`src/rtl/tag_fifo_if.sv`:
```
// Handshake bundle between the free-tag pool, the dispatcher and the CDB.
// The master side is the dispatcher/CDB; the slave side is the tag pool itself.
interface tag_fifo_if #(
    parameter int TAG_WIDTH = 6
);
    logic                 tagfifo_pop;
    logic [TAG_WIDTH-1:0] tagfifo_tag;
    logic                 tagfifo_empty;
    logic [TAG_WIDTH:0]   tagfifo_count;
    logic                 cdb_valid;
    logic [TAG_WIDTH-1:0] cdb_tag;
    logic                 tagfifo_err;

    modport master (
        output tagfifo_pop,
        output cdb_valid,
        output cdb_tag,
        input  tagfifo_tag,
        input  tagfifo_empty,
        input  tagfifo_count,
        input  tagfifo_err
    );

    modport slave (
        input  tagfifo_pop,
        input  cdb_valid,
        input  cdb_tag,
        output tagfifo_tag,
        output tagfifo_empty,
        output tagfifo_count,
        output tagfifo_err
    );
endinterface

```
`src/rtl/tag_fifo.sv`:
```
// Free destination-tag pool: strict FIFO of tags not owned by in-flight instructions,
// with an in-flight bitmap that rejects and flags illegal pops and releases.
module tag_fifo #(
    parameter int TAG_WIDTH = 6,
    parameter int DEPTH     = 2 ** TAG_WIDTH
) (
    input  logic      clk,
    input  logic      rst,
    tag_fifo_if.slave bus
);
    localparam logic [TAG_WIDTH:0]   FULL_COUNT = (TAG_WIDTH + 1)'(DEPTH);
    localparam logic [TAG_WIDTH:0]   ZERO_COUNT = '0;
    localparam logic [TAG_WIDTH-1:0] LAST_PTR   = TAG_WIDTH'(DEPTH - 1);

    logic [TAG_WIDTH-1:0] mem_q [DEPTH];
    logic [TAG_WIDTH-1:0] rd_ptr_q, rd_ptr_d;
    logic [TAG_WIDTH-1:0] wr_ptr_q, wr_ptr_d;
    logic [TAG_WIDTH:0]   count_q, count_d;
    logic [DEPTH-1:0]     inflight_q, inflight_d;
    logic                 err_q, err_d;

    logic                 pop_ok, pop_bad;
    logic                 rel_ok, rel_bad;
    logic [TAG_WIDTH-1:0] head_tag;

    assign head_tag = mem_q[rd_ptr_q];

    // Every legality decision looks only at pre-edge register state, so a tag popped
    // this cycle is not yet in flight and a tag released this cycle is not yet poppable.
    assign pop_ok  = bus.tagfifo_pop && (count_q != ZERO_COUNT);
    assign pop_bad = bus.tagfifo_pop && (count_q == ZERO_COUNT);
    assign rel_ok  = bus.cdb_valid && inflight_q[bus.cdb_tag] && (count_q != FULL_COUNT);
    assign rel_bad = bus.cdb_valid && !rel_ok;

    always_comb begin
        rd_ptr_d   = rd_ptr_q;
        wr_ptr_d   = wr_ptr_q;
        count_d    = count_q;
        inflight_d = inflight_q;
        err_d      = err_q | pop_bad | rel_bad;

        if (pop_ok) begin
            rd_ptr_d             = (rd_ptr_q == LAST_PTR) ? '0 : rd_ptr_q + 1'b1;
            inflight_d[head_tag] = 1'b1;
        end
        // The popped head is never in flight, so it cannot collide with the released tag.
        if (rel_ok) begin
            wr_ptr_d                = (wr_ptr_q == LAST_PTR) ? '0 : wr_ptr_q + 1'b1;
            inflight_d[bus.cdb_tag] = 1'b0;
        end

        unique case ({rel_ok, pop_ok})
            2'b10:   count_d = count_q + 1'b1;
            2'b01:   count_d = count_q - 1'b1;
            default: count_d = count_q;
        endcase
    end

    always_ff @(posedge clk) begin
        if (rst) begin
            for (int i = 0; i < DEPTH; i++) begin
                mem_q[i] <= TAG_WIDTH'(i);
            end
            rd_ptr_q   <= '0;
            wr_ptr_q   <= '0;
            count_q    <= FULL_COUNT;
            inflight_q <= '0;
            err_q      <= 1'b0;
        end else begin
            if (rel_ok) begin
                mem_q[wr_ptr_q] <= bus.cdb_tag;
            end
            rd_ptr_q   <= rd_ptr_d;
            wr_ptr_q   <= wr_ptr_d;
            count_q    <= count_d;
            inflight_q <= inflight_d;
            err_q      <= err_d;
        end
    end

    assign bus.tagfifo_tag   = head_tag;
    assign bus.tagfifo_empty = (count_q == ZERO_COUNT);
    assign bus.tagfifo_count = count_q;
    assign bus.tagfifo_err   = err_q;

endmodule
```
`src/flat_wrapper.sv`:
```
// flat-port wrapper written by rule: the top's interface ports become plain ports
module tag_fifo_flat 
#(
    parameter int TAG_WIDTH = 6,
    parameter int DEPTH     = 2 ** TAG_WIDTH
)
  (clk, rst, bus_tagfifo_pop, bus_cdb_valid, bus_cdb_tag, bus_tagfifo_tag, bus_tagfifo_empty, bus_tagfifo_count, bus_tagfifo_err);
  tag_fifo_if #(.TAG_WIDTH(TAG_WIDTH)) bus_i ();
  input  logic clk;
  input  logic rst;
  input wire logic [$bits(bus_i.tagfifo_pop)-1:0] bus_tagfifo_pop;
  input wire logic [$bits(bus_i.cdb_valid)-1:0] bus_cdb_valid;
  input wire logic [$bits(bus_i.cdb_tag)-1:0] bus_cdb_tag;
  output wire logic [$bits(bus_i.tagfifo_tag)-1:0] bus_tagfifo_tag;
  output wire logic [$bits(bus_i.tagfifo_empty)-1:0] bus_tagfifo_empty;
  output wire logic [$bits(bus_i.tagfifo_count)-1:0] bus_tagfifo_count;
  output wire logic [$bits(bus_i.tagfifo_err)-1:0] bus_tagfifo_err;
  assign bus_i.tagfifo_pop = bus_tagfifo_pop;
  assign bus_i.cdb_valid = bus_cdb_valid;
  assign bus_i.cdb_tag = bus_cdb_tag;
  assign bus_tagfifo_tag = bus_i.tagfifo_tag;
  assign bus_tagfifo_empty = bus_i.tagfifo_empty;
  assign bus_tagfifo_count = bus_i.tagfifo_count;
  assign bus_tagfifo_err = bus_i.tagfifo_err;
  tag_fifo #(.TAG_WIDTH(TAG_WIDTH), .DEPTH(DEPTH)) u_core (.clk(clk), .rst(rst), .bus(bus_i));
endmodule
```
`config.mk`:
```
export PLATFORM = sky130hd
export DESIGN_NAME = tag_fifo_flat
export DESIGN_NICKNAME = d
export VERILOG_FILES = /design/src/rtl/tag_fifo_if.sv /design/src/rtl/tag_fifo.sv /design/src/flat_wrapper.sv
export SDC_FILE = /design/constraint.sdc
export NUM_CORES = 1
export LEC_CHECK = 0
export ABC_AREA = 0
export CORE_ASPECT_RATIO = 1.4
export CORE_MARGIN = 4
export CORE_UTILIZATION = 55
export CTS_CLUSTER_DIAMETER = 100
export CTS_CLUSTER_SIZE = 30
export DETAILED_ROUTE_END_ITERATION = 10
export HOLD_SLACK_MARGIN = 0.03
export PLACE_DENSITY = 0.71
export RECOVER_POWER = 50
export SKIP_LAST_GASP = 1
export SYNTH_ARGS = -nofsm -noshare
export SYNTH_HDL_FRONTEND = slang
export SYNTH_SLANG_ARGS = --single-unit
```
`constraint.sdc`:
```
create_clock -name clk -period 5.75 [get_ports clk]
set_input_delay 1.15 -clock clk [delete_from_list [all_inputs] [get_ports clk]]
set_output_delay 1.15 -clock clk [all_outputs]
set_load 0.01 [all_outputs]
```
== Word-level counts from Yosys, hierarchy flattened ==
Memory sizes are Yosys's and may differ from the RTL's. A register that Yosys moved wholly into a read port is not among the register bits.
Index checks and enable logic that the tools add are counted.

* Register bits: 84
* RAM bits: 384
* Input bits: 10
* Output and inout port bits: 15
* Word-level logic and storage cells: 57
* Memories kept: 1

* Add/sub/neg operators: 4
* $lt $le $gt $ge: 4
* Equality and inequality tests: 5
* Muxes and demuxes: 21
* Bitwise logic cells: 5
* Reductions and logical operators: 12

{| class="wikitable"
|+ Memory list
! name !! depth !! bits a word !! read ports !! clocked after Yosys merged registers in !! wr ports !! line !! RTL
|-
| u_core.mem_q || 64 || 6 || 1 || 1 || 64 || tag_fifo.sv:15 || <nowiki>logic [TAG_WIDTH-1:0] mem_q [DEPTH];</nowiki>
|}

{| class="wikitable"
|+ Operator list
! operator !! number
|-
| $mux W64 || 2
|-
| $and A64 B64 Y64 || 1
|-
| $not A64 Y64 || 1
|-
| $or A64 B64 Y64 || 1
|-
| $mux W6 || 6
|-
| $lt A6 B7 Y1 const B || 2
|-
| $pmux W7 S2 || 1
|-
| $add A6 B1 Y6 const B || 2
|-
| $demux W1 S6 || 2
|-
| $eq A6 B6 Y1 const B || 2
|-
| $ge A6 B1 Y1 const B || 2
|-
| $mux W1 || 9
|-
| $add A7 B1 Y7 const B || 1
|-
| $logic_and A1 B1 Y1 || 7
|-
| $logic_not A7 Y1 || 1
|-
| $ne A7 B7 Y1 const B || 1
|-
| $reduce_bool A7 Y1 || 1
|-
| $sub A7 B1 Y7 const B || 1
|-
| $bmux W1 S6 || 1
|-
| $reduce_or A6 Y1 || 1
|-
| $eq A2 B1 Y1 const B || 1
|-
| $eq A2 B2 Y1 const B || 1
|-
| $or A1 B1 Y1 || 2
|-
| $reduce_bool A2 Y1 || 1
|-
| $logic_not A1 Y1 || 1
|}

== Longest topological paths before layout ==
Gate-level depths: netlist of run 1.

* Depth in word-level cells: 9
* Mapped depth: 25
* Mapped depth without buffers: 17

== Least setup slack after synthesis of run 1 ==
Ideal clock, no wire load.

* Kind: input -> register
* Start point: in bus_cdb_tag[2]
* End point: reg u_core.count_q[6], in the netlist u_core.bus.tagfifo_count[6]
* Setup time: 132 ps
* Arrival time: 5,713 ps
* Required time: 5,618 ps
* Setup slack: -95 ps
* Stages on the path: 23
* Path buffers: 6
* Cell sequence: buf_2 > mux2_1 > a221o_1 > a221oi_1 > o311a_1 > o21ai_1 > and2_1 > buf_4 > inv_2 > buf_6 > buf_4 > buf_2 > ha_1 > buf_1 > xor2_1 > ha_1 > a21oi_1 > o21ai_0 > a221oi_1 > o21bai_1 > a222oi_1 > nor3_1 > or3b_2

* Longest elaborated chain between the ends: 6
* Elaborated cells on any way between the ends: 8
* Classes of those cells: 2 x eq/ne; 3 x mux; 3 x reduce/logical

{| class="wikitable"
|+ RTL lines
! what !! line !! RTL
|-
| start: declaration || flat_wrapper.sv:13 || <nowiki>input wire logic [$bits(bus_i.cdb_tag)-1:0] bus_cdb_tag;</nowiki>
|-
| $bmux W1 S6 * || tag_fifo.sv:32 || <nowiki>assign rel_ok = bus.cdb_valid && inflight_q[bus.cdb_tag] && (count_q != FULL_COUNT);</nowiki>
|-
| $mux W1 (not written as such) * || tag_fifo.sv:32 ||
|-
| $logic_and A1 B1 Y1 * (2 in a row) || tag_fifo.sv:32 ||
|-
| $eq A2 B1 Y1 or $eq A2 B2 Y1 (tied branches) || tag_fifo.sv:52 || <nowiki>unique case ({rel_ok, pop_ok})</nowiki>
|-
| $pmux W7 S2 or $reduce_bool A2 Y1 (tied branches) || n/a ||
|-
| end signal: assignment || tag_fifo.sv:75 || <nowiki>count_q <= count_d;</nowiki>
|-
| end: declaration || tag_fifo.sv:18 || <nowiki>logic [TAG_WIDTH:0] count_q, count_d;</nowiki>
|}

Mark *: on every way between the ends. The rest lies on a longest branch, timed or not. The select of a mux whose other input is x is not followed.
A chain may end at the register's enable or synchronous reset.

==> results of run 1 <==
[kinds of logic after synthesis]
group | after synthesis
flip-flops | 474
multiplexers | 145
buffers and inverters | 179
adder cells (fa/ha/maj) | 5
AND/OR/NAND/NOR | 729
AO/OA/AOI/OAI | 290
XOR/XNOR | 12
[power by group through the flow]
stage	Sequential [mW]	Clock, mW	Combinational, mW
final	3.95	1.70	1.58
after global routing	3.97	1.80	1.66
after CTS	3.95	1.68	1.58
after detailed placement	4.03	0	1.57
after global placement	4.02	0	1.56
after floorplan	3.96	0	1.08
[final cells by class]
type                            instances  area (sq um)
Antenna cell                            1          2.50
Clock buffer                           32           524
Clock inverter                          1          8.76
Fill cell                            3239         16800
Inverter                               18          67.6
Multi-Input combinational cell       1181          8300
Sequential cell                       474         13300
Tap cell                              534           668
Timing Repair Buffer                   84           664
[state kept, by name, summed over array words and instances (netlist names), named ones only]
register                  flops
u_core.mem_q                384
u_core.inflight_q            64
u_core.bus.tagfifo_count      7
u_core.rd_ptr_q               6
u_core.wr_ptr_q               6
u_core.bus.tagfifo_err        1
[per-layer routing]
| layer | track usage (%) | vias up | part of all wire [%] |
|---|---|---|---|
| met5 | 0 | - | 0 |
| li1 | - | 6723 | - |
| met3 | 6.09 | 357 | 11 |
| met2 | 52.8 | 1250 | 47 |
| met4 | 24.4 | 0 | 9.6 |
| met1 | 40.6 | 7918 | 32 |
[metrics by stage]
step | cells | hold slack, ps | total power, mW
2_1_floorplan | 1834 | 436 | 5.04
3_3_place_gp | 2291 | 464 | 5.58
3_5_place_dp | 2291 | 466 | 5.61
4_1_cts | 2324 | 490 | 7.21
5_1_grt | 2324 | 497 | 7.44
6_report | 2325 | 489 | 7.23
[cell usage in the layout (no fill, tap or decap), types with 37 or more instances in the layout]
master,count
dfxtp_1,87
nor2_1,257
edfxtp_1,384
mux4_2,99
or3_1,56
buf_4,45
a21o_1,57
a211oi_1,37
nand2_1,239
a21oi_1,63
[worst paths after layout]
kind	cells past startpoint	to
setup / recovery	11	u_core.mem_q[50][4]$_SDFFCE_PN1P_
hold reg to reg	2	u_core.inflight_q[42]$_SDFF_PP0_
hold / removal	2	u_core.inflight_q[42]$_SDFF_PP0_
setup reg to reg	10	u_core.inflight_q[44]$_SDFF_PP0_
[critical path: stages]
cell and delay (ps):
buf_2 430, nand2b_1 180, o22ai_1 210, a2111oi_0 100, o311a_1 360, o21ai_0 450, and2_0 240, inv_1 90
buf_4 260, nor3_1 1940, nand2_1 160
==> impl_metrics.json, run 1 <==
{
  "outcome": "complete, but fails checks",
  "violations": "max-capacitance violations, max-slew violations",
  "max-vdd-ir-drop_v": 0.000397,
  "final_hold_viol_count": 0,
  "final_layout_size_suffix_gt1_share_pct": 11.6,
  "dieHeight_um": 248,
  "synth_edf_count": 384,
  "die_x_um": 179,
  "postSynthNetCount": 1849,
  "fin_crit_ps": 5340,
  "synth_area_leaders": "edfxtp_1, mux4_2, dfxtp_1",
  "drv_cap": 6,
  "ios": 25,
  "arrival_ps": 5590,
  "synth_seq_cells": 474,
  "grt_usage_pct": 33.2,
  "clkSinkCount": 474,
  "yosysWarnings": 0,
  "combPwrFrac_pct": 21.9,
  "synth_top_cell_by_area": "edfxtp_1",
  "grt_max_degree": 109,
  "initial_core_util_pct": 55.9,
  "gp_congestion": 0.986,
  "period_share_pct": 92.9,
  "final_antenna_net_count": 0,
  "htree_levels": 1,
  "fmax_mhz": 187,
  "post_cts_buffers": 0,
  "final_core_util_pct": 58.4,
  "synthArstFlopShare_pct": 0,
  "fin_skew_ps": 26.0,
  "seq_power_share_pct": 54.7,
  "dr.first_iter.drc_count": 2199,
  "coreArea_sq_um": 40400,
  "synth_top_cell_area_share_pct": 51.1,
  "clkTransAtPathRegs_ps": 120,
  "critPathKind": "in2reg",
  "grt_pass1_wl_um": 106000,
  "grt_overflow": 0,
  "power_frac_clock_pct": 23.5,
  "avgViaCountPerCell": 6.99,
  "p_leak_nw": 7.12,
  "cp-end-kind": "register",
  "p_sw_share_pct": 30.0,
  "area_delta_synth_final_pct": 4.45,
  "synth-simple-area-share_pct": 15.5,
  "hold_start": "u_core.inflight_q[42]$_SDFF_PP0_",
  "muxShareOfSynthArea_pct": 12.0,
  "r2r_slack_ps": 1060,
  "setup_slack_ps": 407,
  "cts_buffers": 19,
  "finalWirelength_um": 73500,
  "ys_top_cells_by_count": "edfxtp_1, nor2_1, nand2_1",
  "synth_compound_area_share_pct": 9.01,
  "mappedNetlistArea_sq_um": 22600,
  "cp-start-kind": "input port",
  "worstPathRequired_ps": 6000,
  "switchingPower_mw": 2.17,
  "syn_area_per_cell_sq_um": 12.3,
  "grt_setup_unrepaired": "false",
  "synth-xor-area-share_pct": 0.466,
  "cp_max_fo": 29,
  "num_rows": 87,
  "pre_cts_slack_ps": 136,
  "ys_types": 79,
  "clock_latency_ps": 580,
  "fin_nets": 1793,
  "p_per_area_nw_per_um2": 307,
  "clockBufferDepth": 3,
  "synth.yosys.seq_area_share_pct": 59.1,
  "worst_pin_slew_ps": 2470,
  "p_int_mw": 5.06,
  "clockRootBuffer": "clkbuf_16",
  "critical_path.startpoint": "bus_cdb_tag[1]",
  "synth.most_common_cell": "edfxtp_1",
  "post_cts_resized": 0,
  "placed_area_sq_um": 23200,
  "setup_viol": 0,
  "drtPass1Iterations": 6,
  "io_buffer_count": 24,
  "cts_hold_buf": 0,
  "syn_inst": 1834,
  "synthAdderAreaFrac_pct": 0.277,
  "synth_top_family_by_area": "simple AND/OR/NAND/NOR gates",
  "post-route-cell-area_sq_um": 23600,
  "fin_setup_tns_ps": 0,
  "avgRoutedWirePerCell_um": 31.6,
  "slew_headroom_pct": -66.2,
  "dpl.hpwl_um": 51200,
  "antenna_found_initial": 2,
  "first_global_vias": 16100,
  "worstHoldPathType": "reg2reg",
  "vias": 16200,
  "fp.dieArea_sq_um": 44400,
  "synth-main-ff-cell": "edfxtp_1",
  "drc_errors": 0,
  "cts_tree": "yes",
  "report.final.slew_viol_count": 170
}
Note: power is estimated with default switching activity, not from simulation.
==> run 2: changes to the inputs <==
Settings changed: ABC_AREA 0 to 1, CORE_UTILIZATION 55 to 43, PLACE_DENSITY 0.71 to 0.57.
==> impl_metrics.json, run 2 <==
{
  "fin_skew_ps": 19.9,
  "synth_top_cell_area_share_pct": 50.9,
  "p_leak_nw": 9.14,
  "fp.dieArea_sq_um": 56500,
  "ys_types": 36,
  "cts_tree": "yes",
  "synth.most_common_cell": "nand2_1",
  "outcome": "finished clean",
  "clock_latency_ps": 580,
  "initial_core_util_pct": 43.5,
  "period_share_pct": 90.4,
  "cp-start-kind": "register",
  "grt_pass1_wl_um": 99700,
  "synth-main-ff-cell": "edfxtp_1",
  "dieHeight_um": 280,
  "r2r_slack_ps": 1780,
  "post-route-cell-area_sq_um": 23800,
  "synth_edf_count": 384,
  "finalPower_mw": 6.58,
  "drc_errors": 0,
  "first_global_vias": 17300,
  "clockBufferDepth": 3,
  "whs_path_depth": 2,
  "die_x_um": 202,
  "coreArea_sq_um": 52100,
  "slew_headroom_pct": 15.8,
  "grt_max_degree": 193,
  "grt_overflow": 0,
  "r2r-end": "u_core.inflight_q[23]$_SDFF_PP0_",
  "final_hold_viol_count": 0,
  "antenna_found_initial": 0,
  "synth_top_cell_by_area": "edfxtp_1",
  "synth.yosys.seq_area_share_pct": 58.8,
  "rr_worst_depth": 13,
  "cts_hold_buf": 0,
  "syn_area_per_cell_sq_um": 8.50,
  "placed_area_sq_um": 23400,
  "p_per_area_nw_per_um2": 276,
  "post_cts_resized": 0,
  "report.final.slew_viol_count": 0,
  "hold_ws_ps": 470,
  "postSynthNetCount": 2682,
  "fin_crit_ps": 5200,
  "clkTransAtPathRegs_ps": 110,
  "synthArstFlopShare_pct": 0,
  "worst_pin_slew_ps": 1260,
  "n_antenna_cell": 0,
  "fin_nets": 2597,
  "final_antenna_net_count": 0,
  "finalWirelength_um": 65400,
  "area_delta_synth_final_pct": 5.17,
  "setup_viol": 0,
  "cp-end-kind": "output port",
  "num_rows": 99,
  "holdPathEnd": "u_core.inflight_q[58]$_SDFF_PP0_",
  "cp_max_fo": 60,
  "cts_buffers": 19,
  "clkSinkCount": 474,
  "dpl.hpwl_um": 41700,
  "grt_usage_pct": 22.6,
  "io_buffer_count": 24,
  "vias": 17800,
  "drtPass1Iterations": 6,
  "ios": 25,
  "final_layout_size_suffix_gt1_share_pct": 3.35,
  "fin_setup_tns_ps": 0,
  "htree_levels": 1,
  "post_cts_buffers": 0,
  "largest_reg_flops": 384,
  "pre_cts_slack_ps": 652,
  "largest-register": "u_core.mem_q",
  "syn_inst": 2667,
  "mappedNetlistArea_sq_um": 22700,
  "hold_start": "u_core.inflight_q[58]$_SDFF_PP0_",
  "grt_setup_unrepaired": "false",
  "yosysWarnings": 0,
  "worstPathRequired_ps": 4600,
  "worstHoldPathType": "reg2reg",
  "avgRoutedWirePerCell_um": 19.8,
  "clockRootBuffer": "clkbuf_16",
  "arrival_ps": 4050,
  "setup_slack_ps": 550,
  "final_cell_mix": "nand2_1, edfxtp_1, nand3_1",
  "drv_cap": 0,
  "synth_seq_cells": 474,
  "layout_commonest_cell": "nand2_1",
  "gp_congestion": 0.891,
  "synth_area_leaders": "edfxtp_1, nand2_1, nand3_1",
  "fmax_mhz": 192,
  "max-vdd-ir-drop_v": 0.000200,
  "dr.first_iter.drc_count": 1776,
  "avgViaCountPerCell": 5.40,
  "ys_top_cells_by_count": "nand2_1, edfxtp_1, nand3_1",
  "critPathKind": "reg2out"
}
-- run 2: through the flow --
| step | utilization (%) | instances |
|---|---|---|
| floorplan | - | 2667 |
| global placement | 44.8 | 3268 |
| detailed placement | 44.8 | 3268 |
| CTS | 45.8 | 3302 |
| global route | 45.7 | 3302 |
| finish | 45.7 | 3302 |
-- run 2: per-layer routing --
metal	up-vias	global-route usage [%]	part of all wire, %
li1	8551	-	-
met1	8597	28.3	40
met2	587	41.0	51
met3	112	1.66	5.2
met4	0	8.08	3.9
met5	-	0	0
-- run 2: worst max path at each step --
stage              startpoint                                        to  slack, ps  depth (start not counted)
6_report             register                        bus_tagfifo_tag[4]        550                         10
5_1_grt        bus_cdb_tag[2]  u_core.bus.tagfifo_count[6]$_SDFFE_PP1P_        270                         21
4_1_cts              register                        bus_tagfifo_tag[4]        610                         10
3_5_place_dp   bus_cdb_tag[2]  u_core.bus.tagfifo_count[6]$_SDFFE_PP1P_        650                         21
3_3_place_gp   bus_cdb_tag[2]  u_core.bus.tagfifo_count[6]$_SDFFE_PP1P_        650                         21
2_1_floorplan  bus_cdb_tag[1]  u_core.bus.tagfifo_count[6]$_SDFFE_PP1P_       1620                         24
-- run 2: area by class of cell --
cell class / count / area [sq um]
Multi-Input combinational cell: 1873 / 7950
Inverter: 158 / 601
Clock inverter: 2 / 17.5
Sequential cell: 474 / 13300
Timing Repair Buffer: 56 / 515
Clock buffer: 32 / 524
Tap cell: 707 / 885
Fill cell: 5220 / 28300
-- run 2: worst max-delay path: stages (launching register included) --
cell,delay [ps]
dfxtp_4,780
inv_2,490
buf_12,320
nand3_1,140
nand3_1,150
nand2_1,230
nand2_1,80
nand3_1,110
nand3_1,110
nand2_1,330
clkdlybuf4s50_1,640
-- run 2: power by group --
part / internal, mW / switching (mW) / leakage, nW
combinational: 0.260 / 0.721 / 4.48
sequential: 3.82 / 0.0702 / 4.40
clock: 0.644 / 1.07 / 0.258
-- run 2: cells by family after synthesis --
logic type | count (synthesis) | synth area share, %
AOI/OAI and AO/OA | 166 | 3.85
xor gates and xnor gates | 14 | 0.541
and+or+nand+nor | 1688 | 30.7
adders and majority gates | 5 | 0.276
buffers and inverters | 320 | 5.78
DFF | 474 | 58.8
==> run 3: changes to the inputs <==
Settings changed: CTS_CLUSTER_DIAMETER 100 to 40, CTS_CLUSTER_SIZE 30 to 40.
==> impl_metrics.json, run 3 (synthesized netlist as in run 2, its figures left out) <==
{
  "cts_hold_buf": 0,
  "cp_max_fo": 60,
  "fillers": 5096,
  "setup_viol": 0,
  "worstPathRequired_ps": 4600,
  "clkTransAtPathRegs_ps": 80,
  "max-vdd-ir-drop_v": 0.000282,
  "clock_latency_ps": 590,
  "fin_skew_ps": 25.7,
  "crit_family": "buffers and inverters",
  "area_delta_synth_final_pct": 10.3,
  "crit_top_cell": "nand3_1",
  "fin_cells": 3359,
  "grt_usage_pct": 22.9,
  "largest_reg_flops": 384,
  "r2r_slack_ps": 1760,
  "arrival_ps": 4050,
  "num_rows": 99,
  "final_antenna_net_count": 0,
  "p_leak_nw": 9.71,
  "fmax_mhz": 192,
  "io_buffer_count": 24,
  "placed_area_sq_um": 23400,
  "gp_congestion": 0.891,
  "avgRoutedWirePerCell_um": 19.6,
  "fin_setup_tns_ps": 0,
  "cts_buffers": 49,
  "vias": 18000,
  "post-route-cell-area_sq_um": 25000,
  "grt_max_degree": 193,
  "final_cell_mix": "nand2_1, edfxtp_1, nand3_1",
  "whs_path_depth": 2,
  "final_hold_viol_count": 0,
  "slowest_delay_ps": 770,
  "fp.dieArea_sq_um": 56500,
  "antenna_found_initial": 0,
  "initial_core_util_pct": 43.5,
  "cpMaxStageDelayCell": "dfxtp_4",
  "first_global_vias": 17700,
  "report.final.slew_viol_count": 0,
  "drv_cap": 0,
  "clkSinkCount": 474,
  "r2r-end": "u_core.inflight_q[29]$_SDFF_PP0_",
  "drtPass1Iterations": 6,
  "rr_worst_depth": 13,
  "dr.first_iter.drc_count": 1616,
  "p_per_area_nw_per_um2": 327,
  "worst_pin_slew_ps": 1260,
  "n_antenna_cell": 0,
  "drc_errors": 0,
  "fin_nets": 2627,
  "largest-register": "u_core.mem_q",
  "clockRootBuffer": "clkbuf_16",
  "die_x_um": 202,
  "slew_headroom_pct": 16.2,
  "post_cts_buffers": 0,
  "dp_cells": 3268,
  "finalWirelength_um": 65900,
  "finalPower_mw": 8.17,
  "outcome": "finished clean",
  "grt_overflow": 0,
  "post_cts_resized": 0,
  "period_share_pct": 90.4,
  "grt_setup_unrepaired": "false",
  "htree_levels": 2,
  "cts_tree": "yes",
  "dieHeight_um": 280,
  "path_buf_inv": 3,
  "clockBufferDepth": 3,
  "cp-end-kind": "output port",
  "layout_commonest_cell": "nand2_1",
  "final_layout_size_suffix_gt1_share_pct": 5.84,
  "dpl.hpwl_um": 41700,
  "cp_cell_sequence": "inv_2 -> buf_12 -> nand3_1 -> nand3_1 -> nand2_1 -> nand2_1 -> nand3_1 -> nand3_1 -> nand2_1 -> clkdlybuf4s50_1",
  "hold_start": "u_core.inflight_q[62]$_SDFF_PP0_",
  "critPathKind": "reg2out",
  "worstHoldPathType": "reg2reg",
  "cp-start-kind": "register",
  "holdPathEnd": "u_core.inflight_q[62]$_SDFF_PP0_",
  "avgViaCountPerCell": 5.36,
  "coreArea_sq_um": 52100,
  "fin_crit_ps": 5200,
  "ios": 25,
  "grt_pass1_wl_um": 101000
}
run 3: cell count changes in the layout (fill, tap and decap cells not counted), sizes merged:
cell,delta
bufinv,+1
clkinvlp,+2
clkdlybuf4s50,-1
clkbuf,+20
dlygate4sd3,+1
clkinv,+15
inv,+19
run 3: area by class of cell:
cell class | count | area (sq um) | area share, %
Inverter | 158 | 601 | 2.40
Sequential cell | 474 | 13300 | 53.4
Timing Repair Buffer | 56 | 515 | 2.06
Clock buffer | 52 | 1260 | 5.04
Tap cell | 707 | 885 | 3.54
Clock inverter | 39 | 437 | 1.75
Multi-Input combinational cell | 1873 | 7960 | 31.8
run 3: worst max path at each step:
stage | to | slack (ps) | cells past startpoint | from
after floorplan | u_core.bus.tagfifo_count[6]$_SDFFE_PP1P_ | 1620 | 24 | bus_cdb_tag[1]
after global placement | u_core.bus.tagfifo_count[6]$_SDFFE_PP1P_ | 650 | 21 | bus_cdb_tag[2]
after detailed placement | u_core.bus.tagfifo_count[6]$_SDFFE_PP1P_ | 650 | 21 | bus_cdb_tag[2]
after CTS | bus_tagfifo_tag[4] | 600 | 10 | register
after global routing | u_core.bus.tagfifo_count[6]$_SDFFE_PP1P_ | 250 | 21 | bus_cdb_tag[2]
final | bus_tagfifo_tag[4] | 550 | 10 | register
run 3: tightest hold or removal path, stage by stage, from the launching register on:
cell and delay (ps):
dfxtp_1 320, inv_1 50, a21oi_1 60
run 3: layer usage:
layer	GRT usage, %	vias up	share of wire (%)
met4	8.54	0	3.8
met2	41.6	576	51
met1	28.0	8643	40
met5	0	-	0
li1	-	8658	-
met3	2.52	125	5.4
run 3: report_power, final:
group	internal (mW)	leakage, nW	switching [mW]
sequential	3.83	4.40	0.0706
clock	1.74	0.821	1.56
combinational	0.260	4.48	0.720
run 3: stage by stage:
stage	setup WS [ps]	utilization (%)	hold WS, ps
floorplan	1620	-	428
finish	554	47.9	469
CTS	600	48.1	465
detailed placement	652	44.8	455
global placement	649	44.8	453
global route	250	47.9	486
